$ cat src/rtl/clock_divider_pkg.sv
// Shared constants and helpers for the integer clock divider.
package clock_divider_pkg;

  localparam int unsigned DIV_MIN = 2;
  localparam int unsigned DIV_MAX = 65535;

  // Number of input cycles the divided clock spends high.
  function automatic int unsigned high_cycles(input int unsigned n);
    return n / 2;
  endfunction

endpackage

$ cat src/rtl/clock_divider.sv
// Integer clock divider: clk_output has a period of DIVIDE input cycles with a
// high phase of floor(DIVIDE/2) cycles, and tick pulses once per period.
module clock_divider
  import clock_divider_pkg::*;
#(
  parameter int unsigned DIVIDE = 12,
  parameter int unsigned CNT_W  = $clog2(DIVIDE)
) (
  input  logic clk_12mhz,
  input  logic rst,
  input  logic en,
  output logic clk_output,
  output logic tick
);

  if (DIVIDE < DIV_MIN || DIVIDE > DIV_MAX) begin : g_bad_divide
    $error("clock_divider: DIVIDE out of range 2..65535");
  end

  localparam int unsigned      HIGH     = high_cycles(DIVIDE);
  localparam logic [CNT_W-1:0] CNT_LAST = CNT_W'(DIVIDE - 1);
  localparam logic [CNT_W-1:0] CNT_FALL = CNT_W'(HIGH - 1);

  logic [CNT_W-1:0] cnt_q, cnt_d;
  logic             clk_q, clk_d;
  logic             tick_q, tick_d;

  // Rise on wrap, fall when leaving cnt == HIGH-1; the two never coincide.
  always_comb begin
    cnt_d  = cnt_q;
    clk_d  = clk_q;
    tick_d = 1'b0;
    if (en) begin
      if (cnt_q == CNT_LAST) begin
        cnt_d  = '0;
        clk_d  = 1'b1;
        tick_d = 1'b1;
      end else begin
        cnt_d = cnt_q + 1'b1;
        if (cnt_q == CNT_FALL) clk_d = 1'b0;
      end
    end
  end

  always_ff @(posedge clk_12mhz or posedge rst) begin
    if (rst) begin
      cnt_q  <= '0;
      clk_q  <= 1'b0;
      tick_q <= 1'b0;
    end else begin
      cnt_q  <= cnt_d;
      clk_q  <= clk_d;
      tick_q <= tick_d;
    end
  end

  assign clk_output = clk_q;
  assign tick       = tick_q;

endmodule

$ cat config.mk
export PLATFORM = sky130hd
export DESIGN_NAME = clock_divider
export DESIGN_NICKNAME = d
export VERILOG_FILES = /design/src/rtl/clock_divider_pkg.sv /design/src/rtl/clock_divider.sv
export SDC_FILE = /design/constraint.sdc
export NUM_CORES = 1
export LEC_CHECK = 0
export CORE_AREA = 2 2 39 41
export CTS_BUF_LIST = sky130_fd_sc_hd__clkbuf_16
export DETAILED_ROUTE_END_ITERATION = 16
export DIE_AREA = 0 0 41 43
export HOLD_SLACK_MARGIN = 0.15
export PLACE_DENSITY_LB_ADDON = 0.12
export RECOVER_POWER = 50
export SLEW_MARGIN = 40
export SYNTH_ARGS = -nofsm -noshare
export SYNTH_HDL_FRONTEND = slang
export SYNTH_SLANG_ARGS = --single-unit
export TNS_END_PERCENT = 30
$ cat constraint.sdc
create_clock -name clk_12mhz -period 2.3 [get_ports clk_12mhz]
set_clock_uncertainty 0.15 [all_clocks]
set_input_delay 0.575 -clock clk_12mhz [delete_from_list [all_inputs] [get_ports clk_12mhz]]
set_output_delay 0.575 -clock clk_12mhz [all_outputs]
set_load 0.005 [all_outputs]
==> summary.txt, run 1 <==
Run status
  • Outcome: finished clean

STA
  • Worst slew margin: 0.808
  • RSZ-0062 raised after global routing: no
  • Setup Viol. Count Final: 0
  • Min cycle time layout: 1.82 ns
  • Fmax: 550 MHz
  • Setup WS post-layout: 0.483 ns
  • Tcrit/Tclk final: 0.790
  • Setup TNS: 0 ns
  • Fin. Hold Viols: 0
  • Max-slew violations: 0
  • Worst Tran Pin Value: 0.287 ns

Placement
  • Dpl hpwl: 443 um
  • Area after DPL: 362 sq um
  • Port Buffers: 4
  • Routability congestion estimate: 0.762
  • Placed insts: 50
  • Setup WS pre-CTS: 0.414 ns

Pwr
  • P_int: 0.000429 W
  • P_sw: 0.000159 W
  • Pwr/cell area: 1350 mW/mm^2
  • Net Sw Frac: 0.270
  • VDD IR max: 469 uV
  • Leak: 0.201 nW
  • Logic gate share of total power: 0.204
  • Power Total: 0.000588 W
  • Reg power frac: 0.317
  • Clk pwr share: 0.479

GRT
  • Initial antenna violation count: 0
  • Gr ovfl total: 0
  • First-pass GRT wire length: 1050 um
  • Vias in the first global route: 248
  • Total global-route track usage: 0.103
  • Largest net degree at the start of global routing: 8

Final layout
  • Layout Cells excl Fill: 53
  • Final non-filler cell area: 437 sq um
  • Inserted Diodes: 0
  • Seq. cell area: 150 sq um
  • Filler instances: 137
  • Final #Nets: 44
  • Area delta synth->final: 44.8%
  • Commonest non-fill, non-tap cells in the layout: 6 x dfrtp_1, 5 x inv_1, 3 x nand3_1, 3 x o21ai_0, 3 x clkbuf_16
  • Area of the multi-input gates: 133 sq um
  • Layout cell share with drive strength beyond 1: 0.162
  • Most common cell after layout, fill and taps aside: dfrtp_1

Logic synthesis
  • Cell taking the most area after synthesis: dfrtp_1
  • Synth Area in Simple Gates: 0.149
  • Largest cells by area after synthesis: dfrtp_1 50%, ha_1 8.3%, inv_1 6.2%
  • Post-Synth Adder-Cell Area: 0.0830
  • Share of the synthesized area in the top cell type: 0.498
  • Mapped cell area: 302 sq um
  • Largest family of logic cells by synthesized area: compound AO/OA/AOI/OAI gates
  • Synth Area in XOR/XNOR: 0
  • Post-synthesis register bit count: 6
  • Compound-Gate Fraction of Synth Area: 0.174
  • Sequential-to-total area share from yosys stat: 0.498
  • Distinct cells, synth: 16
  • Multiplexer area fraction after synthesis: 0.0332
  • Yosys warnings: 0
  • Post-Syn Instances: 30
  • Post-synth net total: 35
  • Post-Synthesis Mean Instance Area: 10.1 sq um

Setup path
  • Cell family with most CP delay: buffers and inverters
  • WP buf/inv: 1
  • Critical Path AT: 1.09 ns
  • CP max FO: 3
  • Critical-path cell list: clkdlybuf4s50_1
  • Crit path from: clk_output
  • CP Launch Type: register
  • CP endpoint kind: output pin
  • Critical Path Max Stage Delay: 0.51 ns
  • CP max-delay cell: clkdlybuf4s50_1
  • Worst EP required: 1.57 ns
  • Worst setup path category: reg -> out
  • Worst R2R Start: cnt_q[0]

Detailed routing
  • Post-route DRC violation count: 0
  • Wirelength per Cell: 11.1 um
  • Pre-Repair DR Iteration Count: 2
  • Initial DRC Count: 1
  • Routed WL: 588 um
  • Via/cell ratio: 4.53
  • Antenna-violating nets left: 0
  • Via count: 240

Floorplanning
  • Core area: 0.00138 sq mm
  • Die Ht: 43 um
  • Initial cell density of the core: 0.218
  • Die area: 0.00176 sq mm
  • IO Pins: 5
  • Die X-Extent: 41 um
  • Cell Rows: 14

Clocking
  • CTS clock-pin slew for the worst setup and hold paths: 0.03 ns
  • Cts-stage hold buffer count: 0
  • Clk root buf: clkbuf_16
  • Clock sinks: 6
  • CTS Buf Count: 3
  • Worst skew pair latency: 0.23 ns
  • H-tree depth: 1
  • Post-cts resize count: 0
  • CTS tree: built
  • Max clock buf depth: 2
  • Setup Fix Bufs, Post-CTS: 0

Min path
  • Worst hold path type: reg -> reg
  • Worst Min Path Start: clk_output

Run
  • Number of max-cap violations: 0
[logic make-up (layout without fill, tap and decap cells)]
group,after synthesis,count (layout)
buffers and inverters,5,12
AOI/OAI and AO/OA,8,8
and+or+nand+nor,8,8
muxes,1,1
adders and majority gates,2,2
DFF,6,6
[per-layer routing]
metal  GRT usage  routed length, um  part of all wire
met1      0.0945                238              0.40
met2       0.134                274              0.47
met3      0.0628                 44             0.075
met4       0.120                 31             0.053
met5           0                  0                 0
[cell usage after synthesis (all sizes together)]
cell    instances
a21bo           1
nand3b          1
or2             1
a22o            1
o21ai           4
ha              2
dfrtp           6
nor2            1
nand3           3
inv             5
nand2           2
mux2i           1
a21oi           2
[through the flow]
step,hold slack [ns],utilization
2_1_floorplan,0.216,-
3_3_place_gp,0.380,0.261
3_5_place_dp,0.392,0.261
4_1_cts,0.397,0.316
5_1_grt,0.407,0.316
6_report,0.388,0.316
[area by class of cell]
| type | instances | share of cell area |
|---|---|---|
| sequential | 6 | 0.344 |
| tap | 16 | 0.0458 |
| multi-input combinational | 19 | 0.304 |
| timing repair buffer | 4 | 0.0917 |
| inverter | 5 | 0.0430 |
| clock buffer | 3 | 0.172 |
[power groups by stage]
stage	combinational, W	sequential [W]	clock (W)
floorplan	0.0000922	0.000176	0
global placement	0.000115	0.000187	0
detailed placement	0.000122	0.000189	0
CTS	0.000124	0.000187	0.000287
global route	0.000136	0.000196	0.000297
finish	0.000120	0.000187	0.000281
[state kept, by name, indices dropped and copies added (netlist names)]
register / flops
clk_output: 1
cnt_q: 4
tick: 1
[path summary, 6_finish.rpt]
path,slack [ns],depth (start not counted),to
min reg2reg,0.39,2,clk_output
max reg2reg,1.00,4,cnt_q[2]
max,0.48,1,clk_output
min,0.39,2,clk_output
max in group asynchronous,1.25,2,cnt_q[3]
min in group asynchronous,0.56,2,cnt_q[1]
Note: power is estimated with default switching activity, not from simulation.
==> inputs of run 2 (changes only) <==
clock period = 1.6 ns   (was 2.3 ns; I/O delays follow)
==> run 2 against run 1 <==
  * Sequential power grew 44%
  * Largest cell class unchanged
  * Critical endpoint unchanged
  * Wire length fell by 1.0%
  * Via count fell by 3.3%
  * Cell count grew 1.9%
  * Total power is 43% higher
  * First-iteration DRC count rose by 100%
==> summary.txt, run 2 (synthesis results as in run 1) <==
STA
  • Setup WS post-layout: 0.174 ns
  • Setup TNS: 0 ns
  • Fmax: 701 MHz
  • Setup Viol. Count Final: 0
  • Min cycle time layout: 1.43 ns
  • Worst Tran Pin Value: 0.235 ns
  • Max-slew violations: 0
  • RSZ-0062 raised after global routing: no
  • Tcrit/Tclk final: 0.891
  • Worst slew margin: 0.843
  • Fin. Hold Viols: 0

Setup path
  • Worst EP required: 1.05 ns
  • CP max FO: 3
  • CP Launch Type: register
  • CP endpoint kind: output pin
  • CP max-delay cell: dfrtp_1
  • Critical Path AT: 0.88 ns
  • Worst setup path category: reg -> out
  • Cell family with most CP delay: flip-flops
  • WP buf/inv: 1
  • Setup slack, reg-to-reg: 0.29 ns
  • Critical-path cell list: dlygate4sd2_1
  • Critical Path Max Stage Delay: 0.38 ns

GRT
  • Vias in the first global route: 243
  • First-pass GRT wire length: 966 um
  • Gr ovfl total: 0
  • Largest net degree at the start of global routing: 8
  • Total global-route track usage: 0.0910
  • Initial antenna violation count: 0

Clocking
  • Max clock buf depth: 2
  • Setup Fix Bufs, Post-CTS: 0
  • Worst skew pair latency: 0.22 ns
  • Clk root buf: clkbuf_16
  • Cts-stage hold buffer count: 0
  • CTS tree: built
  • CTS clock-pin slew for the worst setup and hold paths: 0.03 ns
  • Clock sinks: 6
  • CTS Buf Count: 3
  • H-tree depth: 1

Placement
  • Setup WS pre-CTS: -0.0278 ns
  • Routability congestion estimate: 0.769
  • Port Buffers: 4
  • Placed insts: 51
  • Dpl hpwl: 440 um
  • Area after DPL: 369 sq um

Run status
  • Outcome: finished clean

Final layout
  • Max FFs per register: 4
  • Commonest non-fill, non-tap cells in the layout: 6 x dfrtp_1, 5 x inv_1, 3 x nand3_1, 3 x o21ai_0, 3 x clkbuf_16
  • Final #Nets: 45
  • Finished Core Util: 0.320
  • Most common cell after layout, fill and taps aside: dfrtp_1
  • Most flops, register: cnt_q
  • Final non-filler cell area: 443 sq um
  • Layout Cells excl Fill: 54
  • Inserted Diodes: 0
  • Layout cell share with drive strength beyond 1: 0.184
  • Area delta synth->final: 46.9%

Floorplanning
  • Initial cell density of the core: 0.218
  • Die X-Extent: 41 um
  • Core area: 0.00138 sq mm
  • Die area: 0.00176 sq mm
  • Cell Rows: 14
  • IO Pins: 5
  • Die Ht: 43 um

Pwr
  • Leak: 0.210 nW
  • Clk pwr share: 0.468
  • VDD IR max: 586 uV
  • P_int: 0.000615 W
  • P_sw: 0.000222 W
  • Pwr/cell area: 1890 mW/mm^2
  • Net Sw Frac: 0.266
  • Reg power frac: 0.321
  • Logic gate share of total power: 0.211

Run
  • Number of max-cap violations: 0

Min path
  • Worst hold path type: in -> async

Detailed routing
  • Via count: 232
  • Via/cell ratio: 4.30
  • Post-route DRC violation count: 0
  • Routed WL: 582 um
  • Wirelength per Cell: 10.8 um
  • Pre-Repair DR Iteration Count: 4
  • Antenna-violating nets left: 0
  • Initial DRC Count: 2
## run 2: cell types whose count changed in the layout (fill, tap and decap cells not counted)
| cell | delta |
|---|---|
| buf_4 | +1 |
| clkdlybuf4s25_1 | +1 |
| clkdlybuf4s50_1 | -1 |
| dlygate4sd2_1 | +1 |
| dlygate4sd3_1 | -1 |
## run 2: layer usage
layer	routed length, um	share of wire	GRT usage
met1	232	0.40	0.0822
met2	305	0.52	0.138
met3	34	0.058	0.0314
met4	10	0.017	0.100
met5	0	0	0
## run 2: worst reg2reg max path, delay by kind of cell, from the launching register on
kind / cells / cell delay (ns)
AOI/OAI and AO/OA: 1 / 0.13
adders and majority gates: 1 / 0.24
and+or+nand+nor: 2 / 0.31
DFF: 1 / 0.41
## run 2: stage by stage
step                      hold WS [ns]  total power (W)
after floorplan                 0.0410         0.000385
after global placement           0.387         0.000440
after detailed placement         0.408         0.000452
after CTS                        0.259         0.000851
after global routing             0.430         0.000893
final                            0.385         0.000838
## run 2: worst paths after layout
path                               to  depth (start not counted)  startpoint
hold reg to reg            clk_output                          2  clk_output
setup / recovery           clk_output                          1  clk_output
hold / removal                   tick                          2         rst
max in group asynchronous  clk_output                          2         rst
setup reg to reg             cnt_q[2]                          4    cnt_q[0]
min in group clk_12mhz     clk_output                          2  clk_output
## run 2: power groups by stage
| stage | combinational (W) | clock, W | sequential, W |
|---|---|---|---|
| after floorplan | 0.000132 | 0 | 0.000253 |
| after global placement | 0.000171 | 0 | 0.000269 |
| after detailed placement | 0.000180 | 0 | 0.000272 |
| after CTS | 0.000181 | 0.000401 | 0.000269 |
| after global routing | 0.000200 | 0.000409 | 0.000284 |
| final | 0.000176 | 0.000392 | 0.000269 |
## run 2: repair_timing
| action | 4_1_cts | 5_1_grt |
|---|---|---|
| pin swaps | 0 | 0 |
| hold endpoints to repair | 0 | 0 |
| setup endpoints to repair | 1 | 1 |
| gates resized for setup | 1 | 1 |
## run 2: final cells by class
class	instances	area, sq um
Clock buffer	3	75.1
Fill cell	139	941
Inverter	5	18.8
Multi-Input combinational cell	19	133
Sequential cell	6	150
Tap cell	16	20.0
Timing Repair Buffer	5	46.3
